[src/rtl/linear_solver_seq.sv]
// linear_solver_seq
//   Sequencer in front of the linear_solver datapath. It buffers four satellite
//   measurements over a valid/ready handshake. It then holds the solver enabled
//   with frozen operands until solver_done, or until a timeout expires. On
//   success it publishes the result as a one-cycle fix strobe. An abort input
//   flushes the sequencer back to collection at any time.
//
// Ports
//   clk, rst_n                   clock, asynchronous active-low reset
//   meas_valid / meas_ready      measurement handshake (ready is a register decode)
//   meas_x/y/z/r   [DW-1:0]      measurement fields
//   abort                        synchronous flush request
//   sv_x/y/z/r     [4*DW-1:0]    buffered operands, slot k at [k*DW +: DW]
//   solver_en                    high while waiting for the solver
//   solver_done, c1..c3          solver result handshake and result words
//   fix_x/y/z      [DW-1:0]      last good fix
//   fix_valid / fix_error        one-cycle success / timeout strobes
//   fix_count      [7:0]         good fixes, wraps 255 -> 0
//   state          [1:0]         0=COLLECT 1=WAIT 2=DONE 3=ERR
//   slots          [2:0]         measurements buffered (0..4)
module linear_solver_seq #(
  parameter int DW      = 32,
  parameter int TIMEOUT = 64   // legal range 1..255
) (
  input  logic            clk,
  input  logic            rst_n,
  input  logic            meas_valid,
  output logic            meas_ready,
  input  logic [DW-1:0]   meas_x,
  input  logic [DW-1:0]   meas_y,
  input  logic [DW-1:0]   meas_z,
  input  logic [DW-1:0]   meas_r,
  input  logic            abort,
  output logic [4*DW-1:0] sv_x,
  output logic [4*DW-1:0] sv_y,
  output logic [4*DW-1:0] sv_z,
  output logic [4*DW-1:0] sv_r,
  output logic            solver_en,
  input  logic            solver_done,
  input  logic [DW-1:0]   c1,
  input  logic [DW-1:0]   c2,
  input  logic [DW-1:0]   c3,
  output logic [DW-1:0]   fix_x,
  output logic [DW-1:0]   fix_y,
  output logic [DW-1:0]   fix_z,
  output logic            fix_valid,
  output logic            fix_error,
  output logic [7:0]      fix_count,
  output logic [1:0]      state,
  output logic [2:0]      slots
);

  typedef enum logic [1:0] {
    ST_COLLECT = 2'd0,
    ST_WAIT    = 2'd1,
    ST_DONE    = 2'd2,
    ST_ERR     = 2'd3
  } state_e;

  localparam logic [7:0] LAST_WAIT = 8'(TIMEOUT - 1);

  state_e          state_q, state_d;
  logic [2:0]      slots_q, slots_d;
  logic [7:0]      cnt_q, cnt_d;
  logic [4*DW-1:0] sv_x_q, sv_x_d, sv_y_q, sv_y_d, sv_z_q, sv_z_d, sv_r_q, sv_r_d;
  logic [DW-1:0]   fix_x_q, fix_x_d, fix_y_q, fix_y_d, fix_z_q, fix_z_d;
  logic [7:0]      fix_count_q, fix_count_d;
  logic            fix_valid_q, fix_valid_d;
  logic            fix_error_q, fix_error_d;
  logic            solver_en_q, solver_en_d;
  logic            accept;

  assign meas_ready = (state_q == ST_COLLECT) && (slots_q < 3'd4);
  assign accept     = meas_valid && meas_ready;

  // NOTE: every variable gets its hold value first, so no path through the
  // case statement can leave one unassigned and infer a latch.
  always_comb begin
    state_d     = state_q;
    slots_d     = slots_q;
    cnt_d       = cnt_q;
    sv_x_d      = sv_x_q;
    sv_y_d      = sv_y_q;
    sv_z_d      = sv_z_q;
    sv_r_d      = sv_r_q;
    fix_x_d     = fix_x_q;
    fix_y_d     = fix_y_q;
    fix_z_d     = fix_z_q;
    fix_count_d = fix_count_q;

    unique case (state_q)
      ST_COLLECT: begin
        if (accept) begin
          for (int k = 0; k < 4; k++) begin
            if (slots_q == 3'(k)) begin
              sv_x_d[k*DW +: DW] = meas_x;
              sv_y_d[k*DW +: DW] = meas_y;
              sv_z_d[k*DW +: DW] = meas_z;
              sv_r_d[k*DW +: DW] = meas_r;
            end
          end
          slots_d = slots_q + 3'd1;
          if (slots_q == 3'd3) begin
            state_d = ST_WAIT;
            cnt_d   = '0;
          end
        end
      end
      ST_WAIT: begin
        // A result arriving on the timeout edge still counts as a good fix.
        if (solver_done) begin
          fix_x_d     = c1;
          fix_y_d     = c2;
          fix_z_d     = c3;
          fix_count_d = fix_count_q + 8'd1;
          slots_d     = '0;
          state_d     = ST_DONE;
        end else if (cnt_q == LAST_WAIT) begin
          slots_d = '0;
          state_d = ST_ERR;
        end else begin
          cnt_d = cnt_q + 8'd1;
        end
      end
      ST_DONE,
      ST_ERR: state_d = ST_COLLECT;
      default: state_d = ST_COLLECT;
    endcase

    // Abort wins over everything above, including a simultaneous accept.
    if (abort) begin
      state_d     = ST_COLLECT;
      slots_d     = '0;
      sv_x_d      = sv_x_q;
      sv_y_d      = sv_y_q;
      sv_z_d      = sv_z_q;
      sv_r_d      = sv_r_q;
      fix_x_d     = fix_x_q;
      fix_y_d     = fix_y_q;
      fix_z_d     = fix_z_q;
      fix_count_d = fix_count_q;
    end

    // Strobes and enable are registered copies of the next-state decode.
    solver_en_d = (state_d == ST_WAIT);
    fix_valid_d = (state_d == ST_DONE);
    fix_error_d = (state_d == ST_ERR);
  end

  // NOTE: state uses non-blocking assignments so every flop samples the
  // pre-edge values. The operand buffer is reset too, because sv_* are
  // architectural outputs that must read zero out of reset.
  always_ff @(posedge clk or negedge rst_n) begin
    if (!rst_n) begin
      state_q     <= ST_COLLECT;
      slots_q     <= '0;
      cnt_q       <= '0;
      sv_x_q      <= '0;
      sv_y_q      <= '0;
      sv_z_q      <= '0;
      sv_r_q      <= '0;
      fix_x_q     <= '0;
      fix_y_q     <= '0;
      fix_z_q     <= '0;
      fix_count_q <= '0;
      fix_valid_q <= 1'b0;
      fix_error_q <= 1'b0;
      solver_en_q <= 1'b0;
    end else begin
      state_q     <= state_d;
      slots_q     <= slots_d;
      cnt_q       <= cnt_d;
      sv_x_q      <= sv_x_d;
      sv_y_q      <= sv_y_d;
      sv_z_q      <= sv_z_d;
      sv_r_q      <= sv_r_d;
      fix_x_q     <= fix_x_d;
      fix_y_q     <= fix_y_d;
      fix_z_q     <= fix_z_d;
      fix_count_q <= fix_count_d;
      fix_valid_q <= fix_valid_d;
      fix_error_q <= fix_error_d;
      solver_en_q <= solver_en_d;
    end
  end

  assign sv_x      = sv_x_q;
  assign sv_y      = sv_y_q;
  assign sv_z      = sv_z_q;
  assign sv_r      = sv_r_q;
  assign solver_en = solver_en_q;
  assign fix_x     = fix_x_q;
  assign fix_y     = fix_y_q;
  assign fix_z     = fix_z_q;
  assign fix_valid = fix_valid_q;
  assign fix_error = fix_error_q;
  assign fix_count = fix_count_q;
  assign state     = state_q;
  assign slots     = slots_q;

endmodule

[config.mk]
export PLATFORM = sky130hd
export DESIGN_NAME = linear_solver_seq
export DESIGN_NICKNAME = d
export VERILOG_FILES = /design/src/rtl/linear_solver_seq.sv
export SDC_FILE = /design/constraint.sdc
export NUM_CORES = 1
export LEC_CHECK = 0
export CORE_AREA = 2 2 329 331
export DETAILED_ROUTE_END_ITERATION = 16
export DIE_AREA = 0 0 331 333
export PLACE_DENSITY = 0.56
export SLEW_MARGIN = 20
export SYNTH_ARGS = -nofsm -noshare
export SYNTH_HDL_FRONTEND = slang
export SYNTH_SLANG_ARGS = --single-unit
export TNS_END_PERCENT = 1
[constraint.sdc]
create_clock -name clk -period 3.15 [get_ports clk]
set_input_delay 0.4725 -clock clk [delete_from_list [all_inputs] [get_ports clk]]
set_output_delay 0.4725 -clock clk [all_outputs]
set_load 0.05 [all_outputs]
==> results summary, run 1 <==
The count of state elements after synthesis came out at 632. The total die area is 0.110 mm2. The fraction of registers with async set/reset came out at 1.00. The adder-cell area share of the yosys netlist came out at 0.00371.

The largest vdd supply drop is 0.576 mV. The gate count of the mapped netlist is 1406. The final worst-path cycle share is 0.850. The detailed router finished its first iteration with 494 violations. The fraction of the yosys area taken by sequential cells came out at 0.670. sky130_fd_sc_hd__dfrtp_1 takes more of the synthesized area than any other cell. The final-report max-slew violation count was 0. The number of clock sinks came out at 632. The required time of the critical path came out at 2.68 ns. The total area inside the core boundary comes to 0.107 mm2. The number of max-cap violations came out at 0. The first global-routing pass estimated 115 mm of wire. The cell area that synthesis handed to floorplanning was 0.0236 mm2. The HPWL reported at the end of detailed placement came out at 57.5 mm.

The highest achievable clock rate came out at 373 MHz. Yosys attributes the largest share of cell area to sky130_fd_sc_hd__dfrtp_1 (67%), sky130_fd_sc_hd__mux2_2 (29%), sky130_fd_sc_hd__buf_2 (1.3%). By count the netlist is led by sky130_fd_sc_hd__dfrtp_1 (632), sky130_fd_sc_hd__mux2_2 (609), sky130_fd_sc_hd__buf_2 (60), sky130_fd_sc_hd__nand2_1 (15), sky130_fd_sc_hd__clkbuf_1 (9).

The worst path meets setup with 0.472 ns of slack. Data on the critical path arrives at its endpoint at 2.21 ns. Clock skew on the completed layout was measured at 0.0299 ns. After detailed routing, the number of remaining DRC violations is 0.

The number of antenna violations at the first check in global routing is 12. In the global route stage, overall resource usage came out at 0.139. The final global-route overflow total is 0.

Of the total synthesized cell area, the portion taken by AND, OR, NAND and NOR gates is 0.0126. Setup repair after global routing left no endpoint under its margin. The number of global-route vias before repair is 17100. Among all cell types in the netlist, the one instantiated most often is sky130_fd_sc_hd__dfrtp_1.

The number of enable flip-flop cells after synthesis came out at 0. After detailed routing, the number of vias per cell comes to 4.14. The post-placement setup slack is 0.489 ns. The number of resized instances in the post-cts repair step is 0. The run finished with clean final reports. The number of hold buffers added after CTS came out at 1. The total routed wirelength is 78.3 mm.

The clock period could shrink to 2.68 ns. After synthesis, the netlist uses 36 different library cells. The total instance count after detailed placement came out at 3635. The longest clock path from root to sink contains 3 buffers. The congestion estimate from routability-driven global placement came to 0.825. The clock tree root buffer cell is sky130_fd_sc_hd__clkbuf_16. The initial standard-cell utilization of the core is 0.222. The synthesized-area fraction occupied by ao, oa, aoi and oai cells was 0.00572.

The minimum hold slack came out at 0.424 ns. The number of failing setup endpoints in the final timing report is 0. The total leakage power is 16.0 nW. The endpoint type of the worst setup path is an output port. The slew at the pin closest to its max-slew limit came out at 0.737 ns. The critical path in this run is classified as flip-flop to output port.

The number of placement rows came out at 120. The overall die height is 333 um. The total negative slack came out at 0 ns.

The maximum fanout along the worst path is 14. The clock transition at the registers of the reported paths came out at 0.06 ns. The number of buffers inserted during clock tree synthesis came out at 75. The synthesized net count came out at 1642. The first detailed-routing pass ran for 4 iterations. The top flip-flop cell by instance count after synthesis is sky130_fd_sc_hd__dfrtp_1. The multiplexer area fraction after synthesis came out at 0.291. From synthesis to final layout, the design area changed by 54.8%. For this run, the number of standard cells in the final layout without fillers is 3771. The power per cell area is 894 mW/mm2. The worst setup path is launched from a flip-flop. The worst hold-check path type is input port to asynchronous set/reset pin. The average wire length per cell after detail routing came out at 20.8 um. The via count is 15600. The pin count of the biggest net entering global routing came out at 111. The final-layout fill cell count came out at 10400.

The net count of the finished layout is 2546. The count of boundary I/O pins is 854. Buffers added to address setup during post-CTS repair amount to 0. The number of synthesis warnings is 0. After layout, the design draws a total of 32.7 mW. The average footprint of a synthesized cell is 16.8 um2. From left edge to right edge, the die measures 331 um. The clock latency at the later pin of the worst-skew pair is 0.64 ns.

In the final layout, the share of cells above drive strength 1 is 0.325. Once detail routing completed, the nets flagged for antenna violations numbered 0. The worst max-slew margin expressed relative to the limit came out at 0.507. Of the post-synthesis cell area, the dominant cell type holds 0.670. After synthesis, the largest family of logic cells by area is multiplexers.

The fraction of synthesized cell area in xor and xnor cells is 0.00260. The hold violation total from the final report came out at 0. The number of I/O port buffers came out at 853.

The number of H-tree levels is 3. TritonCTS built the clock tree.
-- cell families after synthesis --
family                     count (synthesis)
DFF                                      632
muxes                                    610
buffers and inverters                     75
and+or+nand+nor                           52
AOI/OAI and AO/OA                         23
xor gates and xnor gates                   7
adders and majority gates                  7
-- flip-flops by register name, summed over array words and instances, names as in the netlist, 32 cells and up --
name / cells
fix_x: 32
fix_y: 32
fix_z: 32
sv_r: 128
sv_x: 128
sv_y: 128
sv_z: 128
-- power by group --
part / switching [mW] / total [mW] / internal, mW
logic: 8.69 / 13.3 / 4.61
registers: 1.02 / 11.0 / 9.96
clock network: 3.45 / 8.43 / 4.98
total: 13.2 / 32.7 / 19.5
-- cell type report --
type                    count  area [um2]  share of cell area
multi-input cells         699        7480               0.205
clock inverters            24         319             0.00872
flip-flops and latches    632       15800               0.432
clock buffers             104        2060              0.0562
diodes                      7        17.5            0.000479
inverters                   6        22.5            0.000616
well taps                1403        1760              0.0480
repair buffers            896        9110               0.249
-- per-layer routing --
layer / track usage / wire, um / share of wire
met4: 0.0656 / 2830 / 0.036
met5: 0 / 23 / 0.00029
met2: 0.239 / 40100 / 0.51
met1: 0.158 / 29800 / 0.38
met3: 0.0383 / 5460 / 0.070
-- cell usage in the layout, fill, tap and decap left out, types with 3 or more instances in the layout --
master and instances:
sky130_fd_sc_hd__nor3_1 5, sky130_fd_sc_hd__clkbuf_8 7, sky130_fd_sc_hd__a21oi_1 8, sky130_fd_sc_hd__clkinv_2 10, sky130_fd_sc_hd__nand2_4 4, sky130_fd_sc_hd__inv_1 6, sky130_fd_sc_hd__ha_1 7, sky130_fd_sc_hd__buf_4 23
sky130_fd_sc_hd__o21ai_0 5, sky130_fd_sc_hd__nor2_1 4, sky130_fd_sc_hd__diode_2 7, sky130_fd_sc_hd__bufinv_16 5, sky130_fd_sc_hd__mux2_2 609, sky130_fd_sc_hd__xnor2_1 5, sky130_fd_sc_hd__nand2_1 11, sky130_fd_sc_hd__clkbuf_1 22
sky130_fd_sc_hd__clkbuf_16 75, sky130_fd_sc_hd__dfrtp_1 632, sky130_fd_sc_hd__clkinvlp_4 3, sky130_fd_sc_hd__a31oi_1 5, sky130_fd_sc_hd__buf_12 19, sky130_fd_sc_hd__nand3_1 8, sky130_fd_sc_hd__clkdlybuf4s50_1 852, sky130_fd_sc_hd__clkinv_8 3
-- per-stage QoR --
stage	utilization	instance area, um2
2_1_floorplan	-	23600
4_1_cts	0.343	36600
5_1_grt	0.343	36600
3_3_place_gp	0.321	34200
6_report	0.343	36600
3_5_place_dp	0.321	34200
-- critical path, cell delays in order, from the launching register on --
cell                              delay (ns)
sky130_fd_sc_hd__dfrtp_1                0.39
sky130_fd_sc_hd__buf_4                  0.19
sky130_fd_sc_hd__nor3_1                 0.19
sky130_fd_sc_hd__clkdlybuf4s50_1        0.83
-- path summary, 6_finish.rpt --
check                                to          from  slack (ns)  depth (start not counted)
max                          meas_ready      state[1]        0.47                          3
min                             sv_y[8]         rst_n        0.42                          2
max reg2reg                    sv_r[79]      state[0]        0.93                          6
min reg2reg                fix_count[7]  fix_count[7]        0.50                          1
max in group asynchronous      sv_x[90]         rst_n        1.64                          4
min in group clk               fix_y[8]         c2[8]        0.45                          2
Note: power is estimated with default switching activity, not from simulation.
==> run 2: changes to the inputs <==
- GPL_ROUTABILITY_DRIVEN: default -> 0
==> results of run 2 <==
Same layout as run 1: the final DEF is identical, and so are final timing and power.
==> run 3: changes to the inputs <==
- TNS_END_PERCENT: 1 -> default
==> results of run 3 <==
Same layout as run 1: the final DEF is identical, and so are final timing and power.
